===== src/rtl/seg7_pkg.sv =====
// rtl/seg7_pkg.sv - segment patterns and blank-mask helper for the 7-segment scan driver
package seg7_pkg;

  // Patterns are {a,b,c,d,e,f,g}, written with 0 = segment lit
  localparam logic [6:0] SEG_0   = 7'b0000001;
  localparam logic [6:0] SEG_1   = 7'b1001111;
  localparam logic [6:0] SEG_2   = 7'b0010010;
  localparam logic [6:0] SEG_3   = 7'b0000110;
  localparam logic [6:0] SEG_4   = 7'b1001100;
  localparam logic [6:0] SEG_5   = 7'b0100100;
  localparam logic [6:0] SEG_6   = 7'b0100000;
  localparam logic [6:0] SEG_7   = 7'b0001111;
  localparam logic [6:0] SEG_8   = 7'b0000000;
  localparam logic [6:0] SEG_9   = 7'b0001100;
  localparam logic [6:0] SEG_A   = 7'b0001000;
  localparam logic [6:0] SEG_B   = 7'b1100000;
  localparam logic [6:0] SEG_C   = 7'b0110001;
  localparam logic [6:0] SEG_D   = 7'b1000010;
  localparam logic [6:0] SEG_E   = 7'b0110000;
  localparam logic [6:0] SEG_F   = 7'b0111000;
  localparam logic [6:0] SEG_OFF = 7'b1111111;

  localparam int MAX_DIGITS = 8;

  // Walks from the most significant digit down; a zero stays suppressed while
  // everything above it is zero or already dark. Digit 0 is never lz-blanked.
  function automatic logic [MAX_DIGITS-1:0] blank_mask(
    input logic [4*MAX_DIGITS-1:0] digits,
    input logic [MAX_DIGITS-1:0]   blank,
    input logic                    lz,
    input int                      num,
    input logic                    hex
  );
    logic       lead;
    logic       expl;
    logic       zero;
    logic [3:0] code;
    blank_mask = '0;
    lead       = 1'b1;
    for (int i = MAX_DIGITS - 1; i >= 0; i--) begin
      if (i < num) begin
        code          = digits[i*4 +: 4];
        expl          = blank[i] | (!hex && (code > 4'd9));
        zero          = (code == 4'd0);
        blank_mask[i] = expl | (lz && lead && zero && (i != 0));
        lead          = lead & (zero | expl);
      end
    end
  endfunction

endpackage


===== src/rtl/seg7_encoder.sv =====
// rtl/seg7_encoder.sv - 4-bit code to 7-segment pattern, with hex and polarity options
module seg7_encoder
  import seg7_pkg::*;
#(
  parameter int HEX_MODE   = 0,
  parameter int ACTIVE_LOW = 1
) (
  input  logic [3:0] code,
  output logic [6:0] seg
);

  logic [6:0] raw;

  always_comb begin
    raw = SEG_OFF;
    case (code)
      4'h0: raw = SEG_0;
      4'h1: raw = SEG_1;
      4'h2: raw = SEG_2;
      4'h3: raw = SEG_3;
      4'h4: raw = SEG_4;
      4'h5: raw = SEG_5;
      4'h6: raw = SEG_6;
      4'h7: raw = SEG_7;
      4'h8: raw = SEG_8;
      4'h9: raw = SEG_9;
      4'hA: raw = (HEX_MODE != 0) ? SEG_A : SEG_OFF;
      4'hB: raw = (HEX_MODE != 0) ? SEG_B : SEG_OFF;
      4'hC: raw = (HEX_MODE != 0) ? SEG_C : SEG_OFF;
      4'hD: raw = (HEX_MODE != 0) ? SEG_D : SEG_OFF;
      4'hE: raw = (HEX_MODE != 0) ? SEG_E : SEG_OFF;
      4'hF: raw = (HEX_MODE != 0) ? SEG_F : SEG_OFF;
      default: raw = SEG_OFF;
    endcase
  end

  assign seg = (ACTIVE_LOW != 0) ? raw : ~raw;

endmodule


===== src/rtl/seven_seg_scan_driver.sv =====
// rtl/seven_seg_scan_driver.sv - time-multiplexed N-digit 7-segment driver with double-buffered capture
module seven_seg_scan_driver
  import seg7_pkg::*;
#(
  parameter int NUM_DIGITS  = 4,
  parameter int REFRESH_DIV = 100000,
  parameter int HEX_MODE    = 0,
  parameter int ACTIVE_LOW  = 1
) (
  input  logic                    clk,
  input  logic                    reset,
  input  logic [4*NUM_DIGITS-1:0] digits_in,
  input  logic [NUM_DIGITS-1:0]   dp_in,
  input  logic [NUM_DIGITS-1:0]   blank_in,
  input  logic                    lz_suppress,
  input  logic                    load,
  output logic [6:0]              seg,
  output logic                    dp,
  output logic [NUM_DIGITS-1:0]   an,
  output logic                    frame_done
);

  localparam int CW = $clog2(REFRESH_DIV);
  localparam int IW = (NUM_DIGITS > 1) ? $clog2(NUM_DIGITS) : 1;
  localparam logic [CW-1:0] CNT_MAX = CW'(REFRESH_DIV - 1);
  localparam logic [IW-1:0] IDX_MAX = IW'(NUM_DIGITS - 1);
  localparam logic          POL     = (ACTIVE_LOW != 0);

  logic [CW-1:0] cnt;
  logic [IW-1:0] idx;
  logic          tick;
  logic          wrap;

  logic [4*NUM_DIGITS-1:0] pend_digits, disp_digits;
  logic [NUM_DIGITS-1:0]   pend_dp, disp_dp;
  logic [NUM_DIGITS-1:0]   pend_blank, disp_blank;
  logic                    pend_lz, disp_lz;

  assign tick = (cnt == CNT_MAX);
  assign wrap = tick && (idx == IDX_MAX);

  always_ff @(posedge clk or posedge reset) begin
    if (reset) begin
      cnt        <= '0;
      idx        <= '0;
      frame_done <= 1'b0;
    end else begin
      cnt        <= tick ? '0 : cnt + 1'b1;
      frame_done <= wrap;
      if (tick) idx <= (idx == IDX_MAX) ? '0 : idx + 1'b1;
    end
  end

  // Display only changes at the frame boundary; a load in that same cycle bypasses pending.
  always_ff @(posedge clk or posedge reset) begin
    if (reset) begin
      pend_digits <= '0;
      pend_dp     <= '0;
      pend_blank  <= '0;
      pend_lz     <= 1'b0;
      disp_digits <= '0;
      disp_dp     <= '0;
      disp_blank  <= '0;
      disp_lz     <= 1'b0;
    end else begin
      if (load) begin
        pend_digits <= digits_in;
        pend_dp     <= dp_in;
        pend_blank  <= blank_in;
        pend_lz     <= lz_suppress;
      end
      if (wrap) begin
        disp_digits <= load ? digits_in   : pend_digits;
        disp_dp     <= load ? dp_in       : pend_dp;
        disp_blank  <= load ? blank_in    : pend_blank;
        disp_lz     <= load ? lz_suppress : pend_lz;
      end
    end
  end

  logic [4*MAX_DIGITS-1:0] digits_ext;
  logic [MAX_DIGITS-1:0]   blank_ext;
  logic [MAX_DIGITS-1:0]   bmask;
  logic [3:0]              cur_code;
  logic                    cur_blank;
  logic [6:0]              enc_seg;
  logic [NUM_DIGITS-1:0]   onehot;

  always_comb begin
    digits_ext                   = '0;
    blank_ext                    = '0;
    digits_ext[4*NUM_DIGITS-1:0] = disp_digits;
    blank_ext[NUM_DIGITS-1:0]    = disp_blank;
  end

  assign bmask     = blank_mask(digits_ext, blank_ext, disp_lz, NUM_DIGITS, HEX_MODE != 0);
  assign cur_code  = disp_digits[4*int'(idx) +: 4];
  assign cur_blank = bmask[3'(idx)];
  assign onehot    = NUM_DIGITS'(1) << idx;

  seg7_encoder #(
    .HEX_MODE  (HEX_MODE),
    .ACTIVE_LOW(ACTIVE_LOW)
  ) u_encoder (
    .code(cur_code),
    .seg (enc_seg)
  );

  always_ff @(posedge clk or posedge reset) begin
    if (reset) begin
      seg <= {7{POL}};
      dp  <= POL;
      an  <= {NUM_DIGITS{POL}};
    end else if (cur_blank) begin
      seg <= {7{POL}};
      dp  <= POL;
      an  <= {NUM_DIGITS{POL}};
    end else begin
      seg <= enc_seg;
      dp  <= disp_dp[idx] ^ POL;
      an  <= POL ? ~onehot : onehot;
    end
  end

endmodule

===== config.mk =====
export PLATFORM = sky130hd
export DESIGN_NAME = seven_seg_scan_driver
export DESIGN_NICKNAME = d
export VERILOG_FILES = /design/src/rtl/seg7_pkg.sv /design/src/rtl/seg7_encoder.sv /design/src/rtl/seven_seg_scan_driver.sv
export SDC_FILE = /design/constraint.sdc
export NUM_CORES = 1
export LEC_CHECK = 0
export ABC_AREA = 1
export BUFFER_PORTS_ARGS = -buffer_cell sky130_fd_sc_hd__buf_2
export CAP_MARGIN = 20
export CORE_ASPECT_RATIO = 0.6
export CORE_UTILIZATION = 41
export DETAILED_ROUTE_END_ITERATION = 16
export PLACE_DENSITY = 0.6
export RECOVER_POWER = 50
export SLEW_MARGIN = 40
export SYNTH_ARGS = -nofsm -noshare
export SYNTH_HDL_FRONTEND = slang
export SYNTH_SLANG_ARGS = --single-unit

===== constraint.sdc =====
create_clock -name clk -period 3.1 [get_ports clk]
set_clock_uncertainty 0.1 [all_clocks]
set_input_delay 0.31 -clock clk [delete_from_list [all_inputs] [get_ports clk]]
set_output_delay 0.31 -clock clk [all_outputs]
set_load 0.01 [all_outputs]

==> metrics, run 1 <==
clk sinks 82; CTS tree yes; Root Driver clkbuf_16; HP Class in -> reg; Seq. cell area 2070 sq um; max_cap viols 0; Num CTS Buffers 9; Avg Synthesized Cell Area 8.44 sq um; IO Pins 41; WS Path Type reg -> reg; ant diodes 0; hold wc startpoint blank_in[2]; worst skew pair latency 0.34 ns; post-synthesis sequential area ratio 0.522; multi-input logic area 1610 sq um; library cells used by synthesis 31; share of the synthesized area in the top cell type 0.442; Mapped Nets 508; initial antenna violation count 0; dpl cells 626; Max IR drop VDD 0.251 mV; Reg-to-Reg End seg[3]; GP Congestion 0.861; Critical R2R Launch idx[0]; synth top area cells dfrtp_1 (44%), nand2_1 (16%), dfstp_2 (8.0%); Clock transition at path regs 0.06 ns; Post-Syn Instances 469; Final #Nets 547; CTS-repair resized insts 0; Setup-failing EPs final 0; CP required 3.24 ns; Warnings, synthesis 0; Layout Cells excl Fill 643; Reg2Reg Depth 11; RSZ-0062 raised after global routing false; Tightest Pin Transition 1.04 ns; die span in x 129 um; Async SR Flop Fraction 1.00; CTS H-tree depth 3; dominant cell by count in the synthesized netlist nand2_1; CP endpoint kind register; static leakage 2.23 nW; Synth Flop Type dfrtp_1; clock buffer depth 2; DPL Wire Length 5.76 mm; fillcell total 918; CP Max Fanout 17; Fmax 400 MHz; Starting Density 0.428; Post-synth EDFFs 0; # rows 27; PD cells 506 nW/um^2; Yosys top cell by area dfrtp_1; Reg2Reg Setup Slack 0.60 ns; remaining routing DRC violations 0; Worst Path Arrival 2.64 ns; Initial DRT Pass Iterations 4; layout cell share with drive strength beyond 1 0.199; via count 3037; final hold vios 0; Synth Register Bits 82; largest net degree at the start of global routing 83; synth-to-layout area growth 14.8%; global-route usage over all layers 0.182; final wirelength 8.19 mm; port buffer count 40; final critical-path share of the clock period 0.806; outcome finished, final reports clean; fin. max-slew vios 0; Core Box Area 9260 sq um; most frequent cells after synthesis nand2_1 (172), dfrtp_1 (70), inv_1 (38); Die Area 10100 sq um; vias per cell 4.72; crit path launch type register; Overflow after GRT 0; Max-slew headroom 0.309; WHS Endpoint pend_blank[2]; vias in the first global route 2832; DR iter-0 viols 224; Die Span Y 78.1 um; setup TNS 0 ns; min cycle time layout 2.50 ns; global-route wire length before repair 13.8 mm; worst hold path stage count 3; routed len/inst 12.7 um; cell area after synthesis 3960 sq um; DRT antenna net count 0
-- repair_timing --
action	4_1_cts	5_1_grt
hold buffers	1	0
setup buffers	0	0
hold endpoints to repair	70	0
-- layout by cell type, fill, tap and decap left out, drive strengths merged --
master	n
dfrtp	70
inv	41
nor2	33
nand3	35
nand3b	2
o211ai	1
nand2	197
clkbuf	14
nor3	7
clkinvlp	1
xor2	9
or2	1
buf	40
o22ai	1
bufinv	2
dfstp	12
o21ai	22
dlygate4sd3	1
nand4	5
nor4	1
a21oi	5
ha	11
clkinv	2
-- routing by layer --
| metal | global-route usage | wire length (um) | vias to the layer above |
|---|---|---|---|
| li1 | - | - | 1543 |
| met1 | 0.273 | 4460 | 1394 |
| met2 | 0.242 | 3080 | 88 |
| met3 | 0.0600 | 534 | 12 |
| met4 | 0.0612 | 120 | 0 |
| met5 | 0 | 0 | - |
-- per-stage QoR --
| stage | power (mW) | util | hold slack (ns) | worst slack (ns) | instance area (sq um) |
|---|---|---|---|---|---|
| after detailed placement | 1.22 | 0.457 | 0.333 | 0.668 | 4230 |
| after global routing | 2.40 | 0.491 | 0.111 | 0.396 | 4550 |
| after floorplan | 1.18 | - | 0.331 | 0.601 | 3960 |
| after CTS | 2.33 | 0.491 | 0.0880 | 0.654 | 4550 |
| after global placement | 1.22 | 0.457 | 0.329 | 0.866 | 4230 |
| final | 2.30 | 0.491 | 0.102 | 0.601 | 4550 |
-- worst max-delay path by stage --
stage | startpoint | endpoint | slack [ns] | depth (start not counted)
final | idx[0] | seg[3] | 0.60 | 11
after global routing | idx[0] | seg[3] | 0.40 | 11
after CTS | idx[0] | seg[3] | 0.65 | 11
after detailed placement | idx[0] | seg[3] | 0.67 | 11
after global placement | idx[0] | seg[3] | 0.87 | 11
after floorplan | reset | cnt[0] | 0.60 | 1
-- report_power, final --
| group | switching, mW | leakage [nW] | total (mW) | internal, mW |
|---|---|---|---|---|
| combinational | 0.0633 | 1.17 | 0.0922 | 0.0289 |
| clock | 0.397 | 0.148 | 1.10 | 0.705 |
| sequential | 0.00747 | 0.914 | 1.11 | 1.10 |
-- sequential cells by signal (all words and copies together) (netlist names) --
| signal | cells |
|---|---|
| cnt | 17 |
| disp_digits | 16 |
| pend_digits | 16 |
| seg | 7 |
| an | 4 |
| disp_blank | 4 |
| disp_dp | 4 |
| pend_blank | 4 |
| pend_dp | 4 |
| idx | 2 |
| disp_lz | 1 |
| dp | 1 |
| frame_done | 1 |
| pend_lz | 1 |
-- worst max-delay path, cell delays in order (launching register included) --
cell     delay [ns]
dfrtp_1        0.65
inv_1          0.34
a21oi_1        0.21
o21ai_0        0.10
nand2_1        0.19
inv_1          0.11
ha_1           0.28
nand3_1        0.11
nand3_1        0.11
nand2_1        0.05
inv_1          0.06
nand3_1        0.08
-- logic make-up after synthesis --
family,Yosys count,share of synthesized area
adders and majority gates,11,0.0348
buffers and inverters,57,0.0721
DFF,82,0.522
AOI/OAI and AO/OA,29,0.0414
xor gates and xnor gates,9,0.0199
and+or+nand+nor,281,0.310
-- area by class of cell --
type | count | share of cell area
tap | 130 | 0.0358
timing repair buffer | 42 | 0.0504
clock buffer | 13 | 0.0528
clock inverter | 3 | 0.0143
inverter | 43 | 0.0385
sequential | 82 | 0.455
multi-input combinational | 330 | 0.353
Power figures use the tool's default switching activity.
==> run 2, diff against run 1 <==
==> constraint.sdc (replaced) <==
create_clock -name clk -period 2.4 [get_ports clk]
set_clock_uncertainty 0.1 [all_clocks]
set_input_delay 0.24 -clock clk [delete_from_list [all_inputs] [get_ports clk]]
set_output_delay 0.24 -clock clk [all_outputs]
set_load 0.01 [all_outputs]
==> run 2 against run 1 <==
Effect of this change:
- total power up 29%
- sequential cell count stayed put
- clock-buffer cell count is the same
- final cell count increased by 0.31%
- sequential power increased by 29%
- non-clock buffer count rose by 2
- design area grew 0.11%
- largest cell class unchanged
- largest power group unchanged
==> metrics, run 2 (synthesis gave the netlist of run 1 again) <==
PD cells 652 nW/um^2 (+29%); CTS H-tree depth 3 (unchanged); static leakage 2.24 nW (+0.25%); Final #Nets 549 (+0.37%); remaining routing DRC violations 0 (unchanged); Root Driver clkbuf_16; # rows 27 (unchanged); Combinational Power Share 0.040 (about the same); CP Max Fanout 14 (-3); Crit-path slowest cell dfrtp_1; routed len/inst 12.6 um (-1.5%); WP buf/inv 3 (unchanged); Die Span Y 78.1 um (unchanged); placed instance area 4250 sq um (+0.41%); final critical-path share of the clock period 0.875 (+0.0692); DPL Wire Length 5.85 mm (+1.6%); Worst Path Arrival 2.24 ns (-0.40 ns); initial antenna violation count 0 (unchanged); CP cell instances inv_1, nor2_1, nor2_1, o21ai_0, nand2_1, inv_1, ha_1, nand3_1, nand3_1, nand2_1, inv_1, nand3_1; largest net degree at the start of global routing 83 (unchanged); port buffer count 40 (unchanged); GP Congestion 0.881 (+2.3%); Switching Power 0.599 mW (+28%); vias per cell 4.66 (-1.4%); die span in x 129 um (unchanged); worst skew pair latency 0.33 ns (about the same); global-route wire length before repair 14.1 mm (+1.9%); worst hold path stage count 3 (unchanged); CP max stage delay 0.37 ns (-0.28 ns); final hold vios 0 (unchanged); Max IR drop VDD 0.505 mV (+100%); Overflow after GRT 0 (unchanged); Core Box Area 9260 sq um (unchanged); CP endpoint kind register; Setup-failing EPs final 0 (unchanged); final instance area 4550 sq um (+0.11%); setup TNS 0 ns (unchanged); Layout Cells excl Fill 645 (+0.31%); Regs by FF count cnt: 17 flops, disp_digits: 16 flops, pend_digits: 16 flops; CTS tree yes; global-route usage over all layers 0.185 (+0.00315); commonest non-fill, non-tap cells in the layout nand2_1 (172), dfrtp_1 (70), buf_2 (39), inv_1 (38), nand3_1 (35); crit path launch type register; min cycle time layout 2.10 ns (-0.398 ns); RSZ-0062 raised after global routing false; # Post-CTS Setup Buffers 0 (unchanged); most common cell after layout, fill and taps aside nand2_1; clock buffer depth 2 (unchanged); outcome finished, final reports clean; Clock transition at path regs 0.06 ns (about the same); max FFs per register 17 (unchanged); CP required 2.54 ns (-0.70 ns); synth-to-layout area growth 14.9%; clk sinks 82 (unchanged); Switching Fraction 0.202 (-0.00139); Int Pwr 2.37 mW (+29%); WS Path Type reg -> reg; fin. max-slew vios 0 (unchanged); via count 3003 (-1.1%); dpl cells 628 (+0.32%); WHS Endpoint pend_blank[2]; Reg-to-Reg End seg[3]; Num CTS Buffers 9 (unchanged); HP Class in -> reg; layout cell share with drive strength beyond 1 0.202 (+0.00311); Max-slew headroom 0.256 (-0.0533); DR iter-0 viols 189 (-16%); Reg2Reg Setup Slack 0.30 ns (-0.30 ns); Reg2Reg Depth 12 (+1); Fmax 476 MHz (+19%); final wirelength 8.10 mm (-1.2%); Initial DRT Pass Iterations 5 (+1); hold wc startpoint blank_in[2]; vias in the first global route 2858 (+0.92%); Die Area 10100 sq um (unchanged); Starting Density 0.428 (unchanged); Top reg by flops cnt; Tightest Pin Transition 1.12 ns (+0.0800 ns); DRT antenna net count 0 (unchanged); ant diodes 0 (unchanged); Critical R2R Launch idx[0]; max_cap viols 0 (unchanged); IO Pins 41 (unchanged); Reg power frac 0.482 (about the same); CP delay by family, top simple AND/OR/NAND/NOR gates; clock share of power 0.478 (about the same)
==> run 2: cell types whose count changed in the layout (fill, tap and decap cells not counted) <==
cell	delta
clkinvlp_2	-1
buf_12	-1
clkbuf_4	+1
clkinvlp_4	+1
buf_4	+2
==> run 2: timing repair <==
action / 4_1_cts / 5_1_grt
gates resized for setup: 0 / 0
setup endpoints to repair: 0 / 0
endpoints found under the hold margin: 70 / 0
hold buffers: 1 / 0
==> run 2: worst max-delay path by stage <==
stage,startpoint,endpoint,slack [ns],cells past startpoint
global placement,idx[1],seg[3],0.47,11
floorplan,idx[0],seg[3],0.52,13
finish,idx[0],seg[3],0.30,12
CTS,idx[0],seg[3],0.32,12
detailed placement,idx[1],seg[3],0.32,11
global route,idx[1],seg[3],0.09,11
==> run 2: power groups by stage <==
| stage | combinational [mW] | sequential (mW) | clock, mW |
|---|---|---|---|
| after CTS | 0.126 | 1.43 | 1.46 |
| after floorplan | 0.0764 | 1.45 | 0 |
| final | 0.118 | 1.43 | 1.42 |
| after global placement | 0.121 | 1.45 | 0 |
| after global routing | 0.141 | 1.43 | 1.52 |
| after detailed placement | 0.125 | 1.45 | 0 |
==> run 2: area by class of cell <==
cell class	count	area, sq um
fillers	938	4710
flip-flops and latches	82	2070
multi-input cells	330	1610
clock buffers	13	240
repair buffers	44	231
inverters	43	178
well taps	130	163
clock inverters	3	65.1
==> run 2: stage by stage <==
step           worst slack, ns  total power [mW]  hold slack, ns  utilization
2_1_floorplan            0.517              1.53           0.272            -
3_3_place_gp             0.469              1.57           0.292        0.459
3_5_place_dp             0.316              1.58           0.295        0.459
4_1_cts                  0.320              3.02          0.0236        0.493
5_1_grt                 0.0938              3.09          0.0517        0.492
6_report                 0.299              2.97          0.0373        0.492
==> run 2: per-layer routing <==
layer / up-vias / wire [um] / global-route usage
li1: 1547 / - / -
met1: 1368 / 4460 / 0.282
met2: 78 / 3090 / 0.245
met3: 10 / 439 / 0.0539
met4: 0 / 102 / 0.0647
met5: - / 0 / 0
==> run 2: worst register-to-register path, cell delays in order, from the launching register on <==
cell and delay [ns]:
dfrtp_1 0.37, inv_1 0.31, nor2_1 0.10, nor2_1 0.10, o21ai_0 0.09, nand2_1 0.18, inv_1 0.11, ha_1 0.29
nand3_1 0.10, nand3_1 0.09, nand2_1 0.05, inv_1 0.04, nand3_1 0.07
==> run 3, diff against run 2 <==
==> constraint.sdc (replaced) <==
create_clock -name clk -period 2.68 [get_ports clk]
set_clock_uncertainty 0.1 [all_clocks]
set_input_delay 0.402 -clock clk [delete_from_list [all_inputs] [get_ports clk]]
set_output_delay 0.402 -clock clk [all_outputs]
set_load 0.01 [all_outputs]
==> run 3 against run 2 <==
Effect of this change:
- utilization decreased by 0.068 points
- combinational power decreased by 10%
- highest routed layer unchanged
- via count decreased by 1.0%
- clock-buffer cell count unchanged
- hold slack improved by 0.17 ns
- worst setup slack improved by 0.30 ns
- wire length increased by 0.11%
==> metrics, run 3 (synthesis gave the netlist of run 1 again) <==
die span in x 129 um (unchanged); Regs by FF count cnt: 17 flops, disp_digits: 16 flops, pend_digits: 16 flops; final critical-path share of the clock period 0.776 (-0.0994); layout cell share with drive strength beyond 1 0.198 (-0.00388); HP Class in -> reg; CP cell instances inv_1, a21oi_1, o21ai_0, nand2_1, inv_1, ha_1, nand3_1, nand3_1, nand2_1, inv_1, nand3_1; # Post-CTS Setup Buffers 0 (unchanged); max FFs per register 17 (unchanged); synth-to-layout area growth 14.8%; multi-input logic area 1600 sq um (-0.16%); WS Path Type reg -> reg; final wirelength 8.11 mm (+0.11%); commonest non-fill, non-tap cells in the layout nand2_1 (173), dfrtp_1 (70), inv_1 (38), buf_2 (37), nand3_1 (35); Starting Density 0.428 (unchanged); Die Span Y 78.1 um (unchanged); Layout Cells excl Fill 645 (unchanged); worst skew pair latency 0.33 ns (about the same); Critical R2R Launch idx[1]; CTS H-tree depth 3 (unchanged); remaining routing DRC violations 0 (unchanged); Final Core Density 0.491 (-0.000676); DPL Wire Length 5.82 mm (-0.63%); global-route wire length before repair 13.9 mm (-1.5%); Reg2Reg Setup Slack 0.60 ns (+0.30 ns); critical path depth 11 (-1); initial antenna violation count 0 (unchanged); Hold Buf Count CTS 1 (unchanged); PD cells 584 nW/um^2 (-10%); Reg-to-Reg End seg[3]; WP buf/inv 3 (unchanged); vias in the first global route 2761 (-3.4%); ant diodes 0 (unchanged); CP endpoint kind register; Core Box Area 9260 sq um (unchanged); largest net degree at the start of global routing 72 (-13%); min cycle time layout 2.08 ns (-0.0212 ns); max_cap viols 0 (unchanged); clk sinks 82 (unchanged); Top reg by flops cnt; IO Pins 41 (unchanged); DRT antenna net count 0 (unchanged); clock buffer depth 2 (unchanged); Max IR drop VDD 0.306 mV (-39%); worst slack, placed 0.634 ns (+0.318 ns); Final #Nets 549 (unchanged); setup TNS 0 ns (unchanged); Fmax 481 MHz (+1.0%); total power 2.65 mW (-11%); Hold WS 0.207 ns (+0.170 ns); final instance area 4540 sq um (-0.14%); setup slack after layout 0.600 ns (+0.301 ns); dpl cells 628 (unchanged); CTS tree yes; CTS-repair resized insts 0 (unchanged); via count 2973 (-1.0%); RSZ-0062 raised after global routing false; Setup-failing EPs final 0 (unchanged); crit path launch type register; CP Max Fanout 10 (-4); placed instance area 4250 sq um (about the same); Initial DRT Pass Iterations 5 (unchanged); DR iter-0 viols 226 (+20%); Clock transition at path regs 0.06 ns (about the same); # rows 27 (unchanged); port buffer count 40 (unchanged); CP max stage delay 0.51 ns (+0.14 ns); Num CTS Buffers 9 (unchanged); Tightest Pin Transition 0.976 ns (-0.140 ns); final hold vios 0 (unchanged); routed len/inst 12.6 um (+0.11%); CP endpoint seg[3]; most common cell after layout, fill and taps aside nand2_1; GP Congestion 0.864 (-1.9%); global-route usage over all layers 0.179 (-0.00661); CP delay by family, top flip-flops; Root Driver clkbuf_16; fin. max-slew vios 0 (unchanged); fillcell total 927 (-1.2%); Max-slew headroom 0.349 (+0.0935); Crit-path slowest cell dfrtp_1; vias per cell 4.61 (-1.0%); CP startpoint idx[1]; Die Area 10100 sq um (unchanged); static leakage 2.23 nW (-0.24%); CP required 2.81 ns (+0.27 ns); Seq. cell area 2070 sq um (unchanged); outcome finished, final reports clean; Worst Path Arrival 2.21 ns (-0.03 ns); Reg2Reg Depth 11 (-1); Overflow after GRT 0 (unchanged)
run 3: changes by cell type in the layout (fill, tap and decap cells not counted), sizes merged:
cell and delta:
clkbuf +2, buf -2
run 3: worst min path at each step:
stage | from | slack [ns] | endpoint | cells past startpoint
final | blank_in[2] | 0.21 | pend_blank[2] | 3
after global routing | digits_in[11] | 0.22 | pend_digits[11] | 3
after CTS | blank_in[0] | 0.20 | pend_blank[0] | 3
after floorplan | cnt[0] | 0.33 | cnt[0] | 1
after detailed placement | reset | 0.23 | pend_digits[2] | 2
after global placement | reset | 0.23 | pend_digits[2] | 2
run 3: cell type report:
cell class / count / area share
clock buffers: 13 / 0.0529
well taps: 130 / 0.0358
inverters: 43 / 0.0385
repair buffers: 44 / 0.0507
clock inverters: 3 / 0.0143
flip-flops and latches: 82 / 0.455
multi-input cells: 330 / 0.353
run 3: report_power, final:
| group | switching, mW | total, mW | leakage [nW] | internal, mW |
|---|---|---|---|---|
| registers | 0.00867 | 1.28 | 0.914 | 1.27 |
| logic | 0.0740 | 0.106 | 1.17 | 0.0318 |
| clock network | 0.450 | 1.27 | 0.148 | 0.815 |
run 3: tightest hold or removal path: stages:
cell,delay [ns]
buf_2,0.07
nand2_1,0.04
nand2_1,0.08
run 3: metal layers:
| metal | part of all wire | up-vias | track usage |
|---|---|---|---|
| li1 | - | 1543 | - |
| met1 | 0.55 | 1338 | 0.283 |
| met2 | 0.38 | 85 | 0.231 |
| met3 | 0.057 | 7 | 0.0477 |
| met4 | 0.0075 | 0 | 0.0506 |
| met5 | 0 | - | 0 |
